**src/rtl/efuse_macro_seq_if.sv**
```systemverilog
// Request/response handshake between the eFuse read/write controller (master)
// and the macro timing sequencer (slave).
interface efuse_macro_seq_if #(
  parameter int NR = 64,
  parameter int NW = 64
) ();
  logic                      read_start;
  logic [$clog2(256/NR)-1:0] read_sel;
  logic                      write_start;
  logic [$clog2(256/NW)-1:0] write_sel;
  logic [NW-1:0]             write_data;
  logic                      read_done;
  logic [NR-1:0]             read_data;
  logic                      efuse_busy_read;
  logic                      write_done;
  logic                      efuse_busy_write;

  modport master (
    output read_start, read_sel, write_start, write_sel, write_data,
    input  read_done, read_data, efuse_busy_read, write_done, efuse_busy_write
  );

  modport slave (
    input  read_start, read_sel, write_start, write_sel, write_data,
    output read_done, read_data, efuse_busy_read, write_done, efuse_busy_write
  );
endinterface

```
**src/rtl/efuse_macro_seq.sv**
```systemverilog
// Pin-level timing sequencer for a 32x8 eFuse macro: byte reads, bit-serial programming.
// Optional build macro EFUSE_PGM_SKIP_ZERO_EN: zero bits skip the program window (1 cycle each).
module efuse_macro_seq #(
  parameter int NR    = 64,
  parameter int NW    = 64,
  parameter int T_SU  = 2,
  parameter int T_RD  = 4,
  parameter int T_HD  = 2,
  parameter int T_PGM = 100
) (
  input  logic              clk,
  input  logic              rst,
  efuse_macro_seq_if.slave  ctl,
  output logic              efuse_csb,
  output logic              efuse_load,
  output logic              efuse_pgenb,
  output logic              efuse_strobe,
  output logic [7:0]        efuse_addr,
  input  logic [7:0]        efuse_dout
);

  localparam int NB      = NR / 8;
  localparam int RSEL_W  = $clog2(256 / NR);
  localparam int WSEL_W  = $clog2(256 / NW);
  localparam int T_A     = (T_SU > T_RD) ? T_SU : T_RD;
  localparam int T_B     = (T_HD > T_PGM) ? T_HD : T_PGM;
  localparam int T_MAX   = (T_A > T_B) ? T_A : T_B;
  localparam int PH_W    = (T_MAX > 1) ? $clog2(T_MAX) : 1;
  localparam int IDX_MAX = (NB > NW) ? NB : NW;
  localparam int IDX_W   = (IDX_MAX > 1) ? $clog2(IDX_MAX) : 1;

  typedef enum logic [3:0] {
    IDLE, RD_SU, RD_STB, RD_HD, PG_SU, PG_STB, PG_HD, PG_NEXT, DONE
  } state_t;

  state_t            state;
  logic [PH_W-1:0]   ph;
  logic [IDX_W-1:0]  idx;
  logic [RSEL_W-1:0] rsel_q;
  logic [WSEL_W-1:0] wsel_q;
  logic [NW-1:0]     wd_sh;
  logic [NR-1:0]     shadow;
  logic [NR-1:0]     read_data_q;
  logic              read_done_q, write_done_q, busy_rd_q, busy_wr_q;

  logic [IDX_W-1:0]  idx_nxt;
  logic [NW-1:0]     wd_nxt;
  logic              last_byte, last_bit, bit_end;
  logic [WSEL_W-1:0] nb_sel;
  logic [IDX_W-1:0]  nb_idx;
  logic [7:0]        nb_addr;
  state_t            nb_state;
  logic              nb_csb, nb_pgenb;
`ifdef EFUSE_PGM_SKIP_ZERO_EN
  logic              nb_d;
`endif

  function automatic logic [7:0] rd_addr(input logic [RSEL_W-1:0] sel, input logic [IDX_W-1:0] k);
    return 8'((int'(sel) * NB + int'(k)) * 8);
  endfunction

  assign idx_nxt   = idx + 1'b1;
  assign wd_nxt    = wd_sh >> 1;
  assign last_byte = (idx == IDX_W'(NB - 1));
  assign last_bit  = (idx == IDX_W'(NW - 1));
  assign bit_end   = (state == PG_NEXT) || ((state == PG_HD) && (ph == PH_W'(T_HD - 1)));

  // Entry decode for the next program bit, shared by write acceptance and bit completion
  always_comb begin
    nb_sel   = (state == IDLE) ? ctl.write_sel : wsel_q;
    nb_idx   = (state == IDLE) ? '0 : idx_nxt;
    nb_addr  = 8'(int'(nb_sel) * NW + int'(nb_idx));
    nb_state = PG_SU;
    nb_csb   = 1'b0;
    nb_pgenb = 1'b0;
`ifdef EFUSE_PGM_SKIP_ZERO_EN
    nb_d = (state == IDLE) ? ctl.write_data[0] : wd_nxt[0];
    if (!nb_d) begin
      nb_state = PG_NEXT;
      nb_csb   = 1'b1;
      nb_pgenb = 1'b1;
      nb_addr  = '0;
    end
`endif
  end

  always_ff @(posedge clk or posedge rst) begin
    if (rst) begin
      state        <= IDLE;
      ph           <= '0;
      idx          <= '0;
      rsel_q       <= '0;
      wsel_q       <= '0;
      wd_sh        <= '0;
      shadow       <= '0;
      read_data_q  <= '0;
      read_done_q  <= 1'b0;
      write_done_q <= 1'b0;
      busy_rd_q    <= 1'b0;
      busy_wr_q    <= 1'b0;
      efuse_csb    <= 1'b1;
      efuse_load   <= 1'b0;
      efuse_pgenb  <= 1'b1;
      efuse_strobe <= 1'b0;
      efuse_addr   <= '0;
    end else begin
      read_done_q  <= 1'b0;
      write_done_q <= 1'b0;
      unique case (state)
        IDLE: begin
          if (ctl.read_start) begin
            rsel_q     <= ctl.read_sel;
            idx        <= '0;
            ph         <= '0;
            busy_rd_q  <= 1'b1;
            state      <= RD_SU;
            efuse_csb  <= 1'b0;
            efuse_load <= 1'b1;
            efuse_addr <= rd_addr(ctl.read_sel, '0);
          end else if (ctl.write_start) begin
            wsel_q      <= ctl.write_sel;
            wd_sh       <= ctl.write_data;
            busy_wr_q   <= 1'b1;
            idx         <= nb_idx;
            ph          <= '0;
            state       <= nb_state;
            efuse_csb   <= nb_csb;
            efuse_pgenb <= nb_pgenb;
            efuse_addr  <= nb_addr;
          end
        end
        RD_SU: begin
          if (ph == PH_W'(T_SU - 1)) begin
            ph           <= '0;
            state        <= RD_STB;
            efuse_strobe <= 1'b1;
          end else ph <= ph + 1'b1;
        end
        RD_STB: begin
          if (ph == PH_W'(T_RD - 1)) begin
            ph           <= '0;
            state        <= RD_HD;
            efuse_strobe <= 1'b0;
            // Bytes shift in from the top so byte k lands at [8k+7:8k] after NB captures
            shadow       <= NR'({efuse_dout, shadow} >> 8);
          end else ph <= ph + 1'b1;
        end
        RD_HD: begin
          if (ph == PH_W'(T_HD - 1)) begin
            ph <= '0;
            if (last_byte) begin
              state       <= DONE;
              read_done_q <= 1'b1;
              read_data_q <= shadow;
              efuse_csb   <= 1'b1;
              efuse_load  <= 1'b0;
              efuse_addr  <= '0;
            end else begin
              idx        <= idx_nxt;
              state      <= RD_SU;
              efuse_addr <= rd_addr(rsel_q, idx_nxt);
            end
          end else ph <= ph + 1'b1;
        end
        PG_SU: begin
          if (ph == PH_W'(T_SU - 1)) begin
            ph           <= '0;
            state        <= PG_STB;
            efuse_strobe <= wd_sh[0];
          end else ph <= ph + 1'b1;
        end
        PG_STB: begin
          if (ph == PH_W'(T_PGM - 1)) begin
            ph           <= '0;
            state        <= PG_HD;
            efuse_strobe <= 1'b0;
          end else ph <= ph + 1'b1;
        end
        PG_HD: begin
          if (!bit_end) ph <= ph + 1'b1;
        end
        PG_NEXT: ;
        DONE: begin
          state     <= IDLE;
          busy_rd_q <= 1'b0;
          busy_wr_q <= 1'b0;
        end
        default: state <= IDLE;
      endcase

      if (bit_end) begin
        ph <= '0;
        if (last_bit) begin
          state        <= DONE;
          write_done_q <= 1'b1;
          efuse_csb    <= 1'b1;
          efuse_pgenb  <= 1'b1;
          efuse_addr   <= '0;
        end else begin
          wd_sh       <= wd_nxt;
          idx         <= nb_idx;
          state       <= nb_state;
          efuse_csb   <= nb_csb;
          efuse_pgenb <= nb_pgenb;
          efuse_addr  <= nb_addr;
        end
      end
    end
  end

  assign ctl.read_done        = read_done_q;
  assign ctl.read_data        = read_data_q;
  assign ctl.efuse_busy_read  = busy_rd_q;
  assign ctl.write_done       = write_done_q;
  assign ctl.efuse_busy_write = busy_wr_q;

endmodule

```
**src/flat_wrapper.sv**
```systemverilog
// flat-port wrapper written by rule: the top's interface ports become plain ports
module efuse_macro_seq_flat 
#(
  parameter int NR    = 64,
  parameter int NW    = 64,
  parameter int T_SU  = 2,
  parameter int T_RD  = 4,
  parameter int T_HD  = 2,
  parameter int T_PGM = 100
)
  (clk, rst, efuse_csb, efuse_load, efuse_pgenb, efuse_strobe, efuse_addr, efuse_dout, ctl_read_start, ctl_read_sel, ctl_write_start, ctl_write_sel, ctl_write_data, ctl_read_done, ctl_read_data, ctl_efuse_busy_read, ctl_write_done, ctl_efuse_busy_write);
  efuse_macro_seq_if #(.NR(NR), .NW(NW)) ctl_i ();
  input  logic clk;
  input  logic rst;
  output logic efuse_csb;
  output logic efuse_load;
  output logic efuse_pgenb;
  output logic efuse_strobe;
  output logic [7:0] efuse_addr;
  input  logic [7:0] efuse_dout;
  input wire logic [$bits(ctl_i.read_start)-1:0] ctl_read_start;
  input wire logic [$bits(ctl_i.read_sel)-1:0] ctl_read_sel;
  input wire logic [$bits(ctl_i.write_start)-1:0] ctl_write_start;
  input wire logic [$bits(ctl_i.write_sel)-1:0] ctl_write_sel;
  input wire logic [$bits(ctl_i.write_data)-1:0] ctl_write_data;
  output wire logic [$bits(ctl_i.read_done)-1:0] ctl_read_done;
  output wire logic [$bits(ctl_i.read_data)-1:0] ctl_read_data;
  output wire logic [$bits(ctl_i.efuse_busy_read)-1:0] ctl_efuse_busy_read;
  output wire logic [$bits(ctl_i.write_done)-1:0] ctl_write_done;
  output wire logic [$bits(ctl_i.efuse_busy_write)-1:0] ctl_efuse_busy_write;
  assign ctl_i.read_start = ctl_read_start;
  assign ctl_i.read_sel = ctl_read_sel;
  assign ctl_i.write_start = ctl_write_start;
  assign ctl_i.write_sel = ctl_write_sel;
  assign ctl_i.write_data = ctl_write_data;
  assign ctl_read_done = ctl_i.read_done;
  assign ctl_read_data = ctl_i.read_data;
  assign ctl_efuse_busy_read = ctl_i.efuse_busy_read;
  assign ctl_write_done = ctl_i.write_done;
  assign ctl_efuse_busy_write = ctl_i.efuse_busy_write;
  efuse_macro_seq #(.NR(NR), .NW(NW), .T_SU(T_SU), .T_RD(T_RD), .T_HD(T_HD), .T_PGM(T_PGM)) u_core (.clk(clk), .rst(rst), .ctl(ctl_i), .efuse_csb(efuse_csb), .efuse_load(efuse_load), .efuse_pgenb(efuse_pgenb), .efuse_strobe(efuse_strobe), .efuse_addr(efuse_addr), .efuse_dout(efuse_dout));
endmodule
```
**config.mk**
```make
export PLATFORM = sky130hd
export DESIGN_NAME = efuse_macro_seq_flat
export DESIGN_NICKNAME = d
export VERILOG_FILES = /design/src/rtl/efuse_macro_seq_if.sv /design/src/rtl/efuse_macro_seq.sv /design/src/flat_wrapper.sv
export SDC_FILE = /design/constraint.sdc
export NUM_CORES = 1
export LEC_CHECK = 0
export ABC_AREA = 1
export BUFFER_PORTS_ARGS = -buffer_cell sky130_fd_sc_hd__buf_2
export CORE_MARGIN = 1.5
export CORE_UTILIZATION = 57
export CTS_CLUSTER_DIAMETER = 60
export DETAILED_ROUTE_END_ITERATION = 8
export PLACE_DENSITY = 0.8
export SLEW_MARGIN = 10
export SYNTH_ARGS = -nofsm -noshare
export SYNTH_HDL_FRONTEND = slang
export SYNTH_SLANG_ARGS = --single-unit
```
**constraint.sdc**
```tcl
create_clock -name clk -period 8.2 [get_ports clk]
set_clock_uncertainty 0.2 [all_clocks]
set_input_delay 0.82 -clock clk [delete_from_list [all_inputs] [get_ports clk]]
set_output_delay 0.82 -clock clk [all_outputs]
set_load 0.05 [all_outputs]
```
==> metrics.csv, run 1 <==
stage;metric;value;unit
synthesis;post-synthesis sequential area ratio;0.564;
outcome;outcome;finished clean;
pwr;Pwr Density;191;nW/µm²
critical_path;CP Launch Point;u_core.idx[0];
floorplanning;# rows;48;
final_layout;Ant. Diodes;0;
synthesis;yosys warns;0;
drt;1st-iter DRT viols;587;
critical_path;arrival time worst endpoint;3.25;ns
clock_network;cts hold-fix bufs;0;
critical_path;worst r2r dst;u_core.idx[1];
drt;post-route ant nets;0;
sta;RSZ-0062 raised after global routing;false;
final_layout;layout cells sized above 1;0.194;
floorplanning;Ports;160;
critical_path;Critical R2R Launch;u_core.idx[0];
sta;post-route minimum period;3.07;ns
sta;Slew HR;0.265;
place;pre-CTS setup slack;5.12;ns
critical_path;CP Max Fanout;127;
hold_path;Hold WC Path Type;in2async;
sta;setup violators final;0;
synthesis;Cell variety after synth;33;
place;detailed placer's ending HPWL;14300;µm
sta;final hold viol count;0;
clock_network;CTS clock-pin slew for the worst setup and hold paths;0.06;ns
synthesis;Post-Synthesis Cells;1190;
clock_network;Max Root-Sink Buffers;3;
sta;highest achievable clock rate;0.326;GHz
sta;final worst-path setup slack;5.13;ns
drt;total number of vias;8229;
synthesis;Synth Cell Area;10200;µm²
drt;DRT Pass-1 Iters;5;
final_layout;P&R area growth vs syn;15.4;%
final_layout;# nets final;1407;
clock_network;Setup Buffers After CTS;0;
drt;final wirelength;21900;µm
synthesis;Net Count, Synth;1275;
drt;via/cell ratio;5.26;
pwr;Leak;5.83;nW
synthesis;post-synthesis register bit count;229;
final_layout;commonest cells after routing, fill and taps aside;386 x nand2_1, 227 x dfrtp_1, 159 x buf_2, 107 x nor2_1, 98 x inv_1;
floorplanning;Die ar.;18600;µm²
final_layout;Fill cells;1403;
clock_network;CTS tree;yes;
clock_network;Post-CTS Resized;0;
place;Post-Place Cell Area;11000;µm²
grt;grt ovf;0;
final_layout;most common cell after layout, fill and taps aside;nand2_1;
critical_path;Crit. End Element;register;
critical_path;FF-to-FF path depth;9;
pwr;maximum vdd drop;0.132;mV
grt;initial antenna violation count;0;
critical_path;R2R Setup Slk;5.13;ns
clock_network;CTS H-tree lvls;1;
clock_network;clk sinks;229;
critical_path;Critical Path Source Type;register;
critical_path;critical path required time;8.38;ns
sta;Max Slew Vio Count;0;
synthesis;synthesized area per cell;8.54;µm²
final_layout;Design Area, Final;11700;µm²
clock_network;Num CTS Buffers;23;
grt;vias in the first global route;7499;
clock_network;root buf cell;clkbuf_16;
place;GP Congestion;0.957;
grt;largest net degree at the start of global routing;129;
place;Buffers on Ports;159;
run;MaxCap Viol Count;0;
floorplanning;Core ar.;17400;µm²
clock_network;Clock Latency Late Sink;0.51;ns
sta;final worst path period share;0.374;
final_layout;fin util;0.676;
drt;wire per inst;14.0;µm
critical_path;Crit Path Category;reg2reg;
floorplanning;DIE HEIGHT;137;µm
sta;Total Neg Setup Slack;0;ns
grt;overall routing resource usage;0.238;
floorplanning;Starting Density;0.586;
sta;Worst-Margin Slew;1.10;ns
floorplanning;Die Wd;137;µm
drt;DRC;0;
grt;global-route wire length before repair;36000;µm
==> where the power goes <==
part | internal [mW] | switching (mW) | leakage, nW
clock | 0.618 | 0.430 | 0.382
sequential | 1.13 | 0.00112 | 2.76
combinational | 0.0173 | 0.0369 | 2.68
total | 1.77 | 0.468 | 5.83
==> per-stage QoR <==
stage                     cells  hold slack (ns)  total power [mW]
after floorplan            1190            0.249              1.18
after global placement     1522            0.248              1.21
after detailed placement   1522            0.253              1.21
after CTS                  1563            0.269              2.26
after global routing       1563            0.287              2.31
final                      1563            0.217              2.24
==> state kept, by name, indices dropped and copies added (netlist names), 2 cells and up <==
register	count
u_core.rsel_q	2
u_core.ph	7
u_core.efuse_addr	8
u_core.state	4
u_core.wsel_q	2
u_core.idx	6
u_core.ctl.read_data	64
u_core.shadow	64
u_core.wd_sh	64
==> worst max-delay path: stages, from the launching register on <==
cell and delay [ns]:
dfrtp_1 0.43, ha_1 0.25, nand2_1 0.09, inv_1 0.09, nand4_1 0.15, nand3_4 0.19
buf_4 0.85, inv_1 0.37, a21oi_1 0.23, a21oi_1 0.09
==> Yosys cell counts (all sizes together) <==
cell    number  area, µm²
buf         39        278
o211ai       2       15.0
o21bai       1       7.51
nand3       38        200
nor2       116        487
ha           5       62.6
xor2         1       8.76
clkbuf      19       71.3
o21ai      142        805
or2          1       6.26
nand2      393       1500
dfstp        2       52.6
inv        106        398
mux2         1       11.3
o31ai        2       15.0
nor3         3       15.0
a21oi       18       90.1
dfrtp      227       5680
a31oi       63        394
nand4       10       62.6
xnor2        1       8.76
==> cells by family (layout without fill, tap and decap cells) <==
kind of cell    Yosys count  in the layout  share of synthesized area
simple gates            561            561                      0.223
flops                   229            229                      0.564
compound gates          228            228                      0.130
buf+inv                 164            312                     0.0735
fa+ha+maj                 5              5                    0.00615
xor+xnor                  2              2                    0.00172
mux                       1              1                    0.00111
==> worst max path at each step <==
stage | endpoint | slack (ns) | cells after the start
2_1_floorplan | u_core.ctl.efuse_busy_read | 0.91 | 1
3_3_place_gp | u_core.wd_sh[63] | 5.12 | 7
3_5_place_dp | u_core.wd_sh[62] | 5.12 | 7
4_1_cts | u_core.idx[1] | 5.16 | 9
5_1_grt | u_core.wd_sh[23] | 4.87 | 8
6_report | u_core.idx[1] | 5.13 | 9
==> area by class of cell <==
cell class / instances / area, µm² / share of cell area
inverters: 106 / 408 / 0.0348
flip-flops and latches: 229 / 5730 / 0.489
multi-input cells: 797 / 3710 / 0.316
clock buffers: 33 / 693 / 0.0591
clock inverters: 8 / 71.3 / 0.00608
well taps: 225 / 282 / 0.0240
repair buffers: 165 / 841 / 0.0717
==> metal layers <==
layer,GRT usage,share of wire,vias to the layer above
met1,0.353,0.46,3809
met4,0.0810,0.024,0
met2,0.357,0.45,283
li1,-,-,4087
met3,0.0407,0.067,50
met5,0,0,-
(Power assumes the default switching activity.)
==> inputs of run 2 (changes only) <==
--- a/config.mk
+++ b/config.mk
@@ -5,13 +5,13 @@
 export SDC_FILE = /design/constraint.sdc
 export NUM_CORES = 1
 export LEC_CHECK = 0
-export ABC_AREA = 1
+export ABC_AREA = 0
 export BUFFER_PORTS_ARGS = -buffer_cell sky130_fd_sc_hd__buf_2
 export CORE_MARGIN = 1.5
-export CORE_UTILIZATION = 57
+export CORE_UTILIZATION = 51
 export CTS_CLUSTER_DIAMETER = 60
 export DETAILED_ROUTE_END_ITERATION = 8
-export PLACE_DENSITY = 0.8
+export PLACE_DENSITY = 0.76
 export SLEW_MARGIN = 10
 export SYNTH_ARGS = -nofsm -noshare
 export SYNTH_HDL_FRONTEND = slang
==> constraint.sdc (replaced) <==
create_clock -name clk -period 2.74 [get_ports clk]
set_clock_uncertainty 0.2 [all_clocks]
set_input_delay 0.274 -clock clk [delete_from_list [all_inputs] [get_ports clk]]
set_output_delay 0.274 -clock clk [all_outputs]
set_load 0.05 [all_outputs]
==> run 2 against run 1 <==
Net effect:
- core utilization fell by 0.43 points
- setup slack worse by 5.0 ns
- combinational power grew to 4.4 times the previous value
- worst hold slack got worse by 0.073 ns
- non-clock buffer count grew 96
- wire length barely moved
- sequential share of layout area decreased by 3.5 points
- first-iteration DRC count down 46%
- critical path type unchanged
==> metrics.csv, run 2 <==
stage;metric;value;unit;change
synthesis;Net Count, Synth;879;;-31%
drt;DRT Pass-1 Iters;4;;-1
drt;via/cell ratio;5.33;;+1.3%
critical_path;arrival time worst endpoint;2.76;ns;-0.49 ns
final_layout;most common cell after layout, fill and taps aside;dfrtp_1;;
final_layout;# nets final;1117;;-21%
sta;Slew HR;0.576;;+0.312
critical_path;Crit. End Element;register;;
final_layout;Post-Layout Cell Count;1310;;-16%
drt;met2 WL;10800;µm;+9.6%
synthesis;Post-synth EDFFs;0;;unchanged
grt;vias in the first global route;7235;;-3.5%
floorplanning;DIE HEIGHT;142;µm;+3.9%
pwr;Pwr Density;565;nW/µm²;+200%
place;Buffers on Ports;159;;unchanged
drt;wire per inst;16.7;µm;+19%
sta;post-route minimum period;2.57;ns;-0.501 ns
grt;overall routing resource usage;0.223;;-0.0151
sta;final hold viol count;0;;unchanged
sta;Max Slew Vio Count;0;;unchanged
synthesis;Cell variety after synth;59;;+79%
synthesis;post-synthesis sequential area ratio;0.583;;+0.0189
sta;setup violators final;0;;unchanged
synthesis;area leader, netlist;dfrtp_1;;
place;detailed placer's ending HPWL;13000;µm;-9.6%
floorplanning;# rows;50;;+4.2%
clock_network;Num CTS Buffers;26;;+13%
outcome;outcome;finished clean;;
floorplanning;Die Wd;142;µm;+3.9%
synthesis;post-synthesis register bit count;229;;unchanged
place;GP Congestion;0.863;;-9.8%
floorplanning;Ports;160;;unchanged
floorplanning;Die ar.;20100;µm²;+8.0%
clock_network;Max Root-Sink Buffers;3;;unchanged
final_layout;P&R area growth vs syn;28.6;%;
critical_path;Critical Path Source Type;register;;
synthesis;top post-synthesis cells by count;227 x dfrtp_1, 127 x mux2_2, 82 x nand2_1;;
run;MaxCap Viol Count;0;;unchanged
grt;initial antenna violation count;1;;+1
sta;final worst path period share;0.937;;+0.563
clock_network;CTS clock-pin slew for the worst setup and hold paths;0.06;ns;about the same
hold_path;Hold WC Path Type;in2reg;;
final_layout;commonest cells after routing, fill and taps aside;227 x dfrtp_1, 159 x buf_2, 127 x mux2_2, 82 x nand2_1;;
drt;post-route ant nets;0;;unchanged
drt;Top Metal Used;met4;;
floorplanning;Core ar.;18800;µm²;+8.5%
drt;1st-iter DRT viols;317;;-46%
drt;wire length on met1;9570;µm;-4.6%
clock_network;clk sinks;229;;unchanged
sta;Worst-Margin Slew;0.635;ns;-0.468 ns
synthesis;Post-Synthesis Cells;794;;-33%
synthesis;ys async rst share;1.00;;unchanged
drt;final wirelength;21900;µm;about the same
pwr;Leak;6.31;nW;+8.2%
sta;Hold WS;0.144;ns;-0.0735 ns
grt;grt ovf;0;;unchanged
synthesis;synthesized area per cell;12.4;µm²;+45%
place;DP Cell Count;1185;;-22%
synthesis;Post-synth top flop;dfrtp_1;;
synthesis;most common cell in the netlist;dfrtp_1;;
clock_network;CTS tree;yes;;
grt;largest net degree at the start of global routing;123;;-4.7%
drt;DR WL met3;897;µm;-39%
drt;total number of vias;6984;;-15%
pwr;maximum vdd drop;0.584;mV;+340%
critical_path;Crit Path Category;reg2reg;;
synthesis;yosys warns;0;;unchanged
synthesis;cells taking the most area after synthesis;dfrtp_1 58%, mux2_2 15%, mux2i_1 6.6%, o21ai_0 4.1%, nand2_1 3.1%;;
clock_network;root buf cell;clkbuf_16;;
grt;global-route wire length before repair;36400;µm;+1.1%
critical_path;critical path required time;2.93;ns;-5.45 ns
clock_network;Clock Latency Late Sink;0.52;ns;about the same
synthesis;top cell type's share of synthesized area;0.577;;+0.0187
drt;DRC;0;;unchanged
floorplanning;Starting Density;0.522;;-0.0633
sta;RSZ-0062 raised after global routing;false;;
clock_network;Setup Buffers After CTS;0;;unchanged
critical_path;CP Max Fanout;24;;-81%
final_layout;layout cells sized above 1;0.342;;+0.148
synthesis;Synth Cell Area;9840;µm²;-3.2%
clock_network;CTS H-tree lvls;1;;unchanged
sta;highest achievable clock rate;0.390;GHz;+20%
-- run 2: routing by layer --
layer  vias up  GRT usage
li1       3302          -
met1      3453      0.293
met2       180      0.379
met3        49     0.0375
met4         0     0.0695
met5         -          0
-- run 2: report_power, final --
part / leakage [nW] / internal, mW / switching (mW)
clock: 0.419 / 2.19 / 1.32
combinational: 3.10 / 0.130 / 0.112
sequential: 2.79 / 3.39 / 0.00470
total: 6.31 / 5.71 / 1.44
-- run 2: through the flow --
stage          setup WS, ns   util  total power, mW  TNS (ns)  area (µm²)
2_1_floorplan        -0.726      -             3.52   -164.88        9840
3_3_place_gp          0.241  0.583             3.60         0       11000
3_5_place_dp          0.192  0.583             3.61         0       11000
4_1_cts               0.169  0.672             7.21         0       12600
5_1_grt             0.00823  0.672             7.35         0       12600
6_report              0.173  0.672             7.14         0       12600
-- run 2: worst paths after layout --
kind	start	to	slack, ns	cells after the start
worst max register to register	u_core.ph[1]	u_core.ctl.read_data[15]	0.17	8
max in group asynchronous	rst	u_core.shadow[37]	0.91	5
worst min register to register	u_core.ctl.efuse_busy_write	u_core.ctl.efuse_busy_write	0.28	2
worst min-delay path	ctl_write_start	u_core.ph[3]	0.14	5
min in group asynchronous	rst	u_core.ctl.read_data[0]	0.60	4
worst max-delay path	u_core.ph[1]	u_core.ctl.read_data[15]	0.17	8
-- run 2: logic make-up (layout without fill, tap and decap cells) --
group                      after synthesis  in the layout  synth area share
muxes                                  199            199             0.220
xor gates and xnor gates                10             10           0.00890
AOI/OAI and AO/OA                      132            132            0.0780
other                                    0              1                 0
and+or+nand+nor                        159            159            0.0752
DFF                                    229            229             0.583
buffers and inverters                   60            315            0.0293
adders and majority gates                5              5           0.00636
-- run 2: cell type report --
type	instances	area, µm²
fill	1344	6180
sequential	229	5730
multi-input combinational	505	3830
timing repair buffer	261	1850
clock buffer	40	764
tap	260	325
clock inverter	5	106
inverter	9	37.5
antenna	1	2.50
-- run 2: critical path, cell delays in order, from the launching register on --
cell and delay (ns):
dfrtp_1 0.41, inv_1 0.07, ha_1 0.14, or3b_2 0.47, nor2_1 0.14, nand2_1 0.14, nor2_4 0.16, buf_4 0.33
mux2_2 0.39
-- run 2: repair_timing --
item	4_1_cts	5_1_grt
hold buffers	79	0
resized for setup	0	1
setup endpoints to repair	0	7
endpoints found under the hold margin	307	0
==> inputs of run 3 (changes only) <==
--- a/config.mk
+++ b/config.mk
@@ -8,10 +8,10 @@
 export ABC_AREA = 0
 export BUFFER_PORTS_ARGS = -buffer_cell sky130_fd_sc_hd__buf_2
 export CORE_MARGIN = 1.5
-export CORE_UTILIZATION = 51
+export CORE_UTILIZATION = 61
 export CTS_CLUSTER_DIAMETER = 60
 export DETAILED_ROUTE_END_ITERATION = 8
-export PLACE_DENSITY = 0.76
+export PLACE_DENSITY = 0.85
 export SLEW_MARGIN = 10
 export SYNTH_ARGS = -nofsm -noshare
 export SYNTH_HDL_FRONTEND = slang
==> constraint.sdc (replaced) <==
create_clock -name clk -period 3 [get_ports clk]
set_clock_uncertainty 0.2 [all_clocks]
set_input_delay 0.3 -clock clk [delete_from_list [all_inputs] [get_ports clk]]
set_output_delay 0.3 -clock clk [all_outputs]
set_load 0.05 [all_outputs]
==> run 3 against run 2 <==
Net effect:
- clock power fell by 23%
- via count up 3.5%
- critical path depth is the same
- non-clock buffer count decreased by 10
- sequential share of layout area rose by 1.1 points
- setup slack improved by 0.018 ns
==> metrics.csv, run 3 (same netlist as run 2, synthesis figures left out) <==
stage;metric;value;unit;change
outcome;outcome;finished clean;;
critical_path;FF-to-FF path depth;8;;unchanged
clock_network;Max Root-Sink Buffers;3;;unchanged
grt;vias in the first global route;7526;;+4.0%
pwr;Pwr Density;487;nW/µm²;-14%
clock_network;Post-CTS Resized;0;;unchanged
floorplanning;Die Wd;130;µm;-8.4%
critical_path;critical path required time;3.18;ns;+0.25 ns
sta;Worst-Margin Slew;0.731;ns;+0.0958 ns
final_layout;Fill cells;898;;-33%
floorplanning;DIE HEIGHT;130;µm;-8.4%
critical_path;Critical Path Source Type;register;;
pwr;Tot Pwr;6.01;mW;-16%
floorplanning;Starting Density;0.622;;+0.0991
clock_network;clk sinks;229;;unchanged
drt;final wirelength;23600;µm;+7.8%
clock_network;cts hold-fix bufs;78;;-1.3%
final_layout;Post-Layout Cell Count;1250;;-4.6%
pwr;Leak;6.18;nW;-2.0%
sta;highest achievable clock rate;0.356;GHz;-8.6%
critical_path;Crit. End Element;register;;
sta;RSZ-0062 raised after global routing;false;;
place;GP Congestion;0.869;;+0.67%
grt;largest net degree at the start of global routing;100;;-19%
grt;global-route wire length before repair;38000;µm;+4.4%
floorplanning;# rows;46;;-8.0%
clock_network;CTS clock-pin slew for the worst setup and hold paths;0.06;ns;about the same
hold_path;Hold WC Path Type;in2async;;
sta;final worst-path setup slack;0.192;ns;+0.0181 ns
grt;grt ovf;0;;unchanged
drt;total number of vias;7231;;+3.5%
place;DP Cell Count;1132;;-4.5%
floorplanning;Core ar.;15800;µm²;-16%
drt;DRC;0;;unchanged
final_layout;Design Area, Final;12300;µm²;-2.4%
clock_network;CTS tree;yes;;
drt;1st-iter DRT viols;569;;+79%
place;detailed placer's ending HPWL;13400;µm;+3.4%
final_layout;commonest cells after routing, fill and taps aside;227 x dfrtp_1, 159 x buf_2, 127 x mux2_2, 82 x nand2_1, 80 x o21ai_0;;
final_layout;# nets final;1104;;-1.2%
floorplanning;Ports;160;;unchanged
sta;final hold viol count;0;;unchanged
grt;overall routing resource usage;0.286;;+0.0631
critical_path;arrival time worst endpoint;2.99;ns;+0.23 ns
clock_network;Setup Buffers After CTS;0;;unchanged
floorplanning;Die ar.;16900;µm²;-16%
drt;DRT Pass-1 Iters;6;;+2
final_layout;layout cells sized above 1;0.334;;-0.00793
critical_path;Crit Path Category;reg2reg;;
clock_network;Clock Latency Late Sink;0.51;ns;about the same
final_layout;P&R area growth vs syn;25.5;%;
drt;via/cell ratio;5.78;;+8.5%
drt;wire per inst;18.9;µm;+13%
sta;setup violators final;0;;unchanged
place;Post-Place Cell Area;10900;µm²;-1.1%
sta;Total Neg Setup Slack;0;ns;unchanged
place;pre-CTS setup slack;0.336;ns;+0.144 ns
clock_network;root buf cell;clkbuf_16;;
sta;Slew HR;0.510;;-0.0661
sta;final worst path period share;0.936;;about the same
pwr;maximum vdd drop;0.418;mV;-28%
grt;initial antenna violation count;2;;+1
final_layout;most common cell after layout, fill and taps aside;dfrtp_1;;
drt;post-route ant nets;0;;unchanged
run;MaxCap Viol Count;0;;unchanged
critical_path;CP Max Fanout;80;;+230%
sta;post-route minimum period;2.81;ns;+0.242 ns
clock_network;CTS H-tree lvls;1;;unchanged
place;Buffers on Ports;159;;unchanged
sta;Max Slew Vio Count;0;;unchanged
clock_network;Num CTS Buffers;23;;-12%
==> run 3: cell types whose count changed in the layout (fill, tap and decap cells not counted), sizes merged <==
cell	before	now
bufinv	3	0
diode	1	2
clkinvlp	2	1
clkbuf	40	35
clkinv	1	2
inv	8	9
buf	182	173
dlygate4sd3	79	78
==> run 3: cell type report <==
class / instances / area, µm² / area share
sequential: 229 / 5730 / 0.464
multi-input combinational: 505 / 3830 / 0.310
timing repair buffer: 251 / 1770 / 0.143
clock buffer: 35 / 671 / 0.0543
tap: 216 / 270 / 0.0219
inverter: 9 / 37.5 / 0.00304
clock inverter: 3 / 30.0 / 0.00243
antenna: 2 / 5.00 / 0.000405
==> run 3: path summary, 6_finish.rpt <==
path,startpoint,to,slack (ns)
max in group asynchronous,rst,u_core.wd_sh[49],1.76
min in group clk,ctl_write_start,u_core.ph[3],0.20
max reg2reg,u_core.ph[1],u_core.wd_sh[43],0.19
max,u_core.ph[1],u_core.wd_sh[43],0.19
min,rst,u_core.ctl.read_data[0],0.08
min reg2reg,u_core.efuse_csb,u_core.efuse_csb,0.29
==> run 3: report_power, final <==
group	total, mW	switching [mW]	internal [mW]
combinational	0.220	0.103	0.118
clock	2.69	1.15	1.54
sequential	3.10	0.00465	3.09
==> run 3: per-layer routing <==
metal / share of wire / vias up / routed length, µm / GRT usage
met5: 0 / - / 0 / 0
met4: 0.045 / 0 / 1070 / 0.124
met3: 0.048 / 99 / 1130 / 0.0492
met2: 0.50 / 289 / 11900 / 0.493
met1: 0.41 / 3579 / 9570 / 0.358
li1: - / 3264 / - / -
==> run 3: metrics by stage <==
stage          hold slack, ns   util
2_1_floorplan           0.242      -
3_3_place_gp           0.0300  0.686
3_5_place_dp           0.0335  0.686
4_1_cts                0.0504  0.780
5_1_grt                0.0876  0.780
6_report               0.0759  0.780
==> run 3: worst max-delay path, cell delays in order, from the launching register on <==
cell     delay, ns
dfrtp_1       0.42
inv_1         0.07
ha_1          0.15
or3b_2        0.47
o21ai_0       0.31
and2_4        0.42
buf_12        0.33
nand2_1       0.14
o21ai_0       0.16
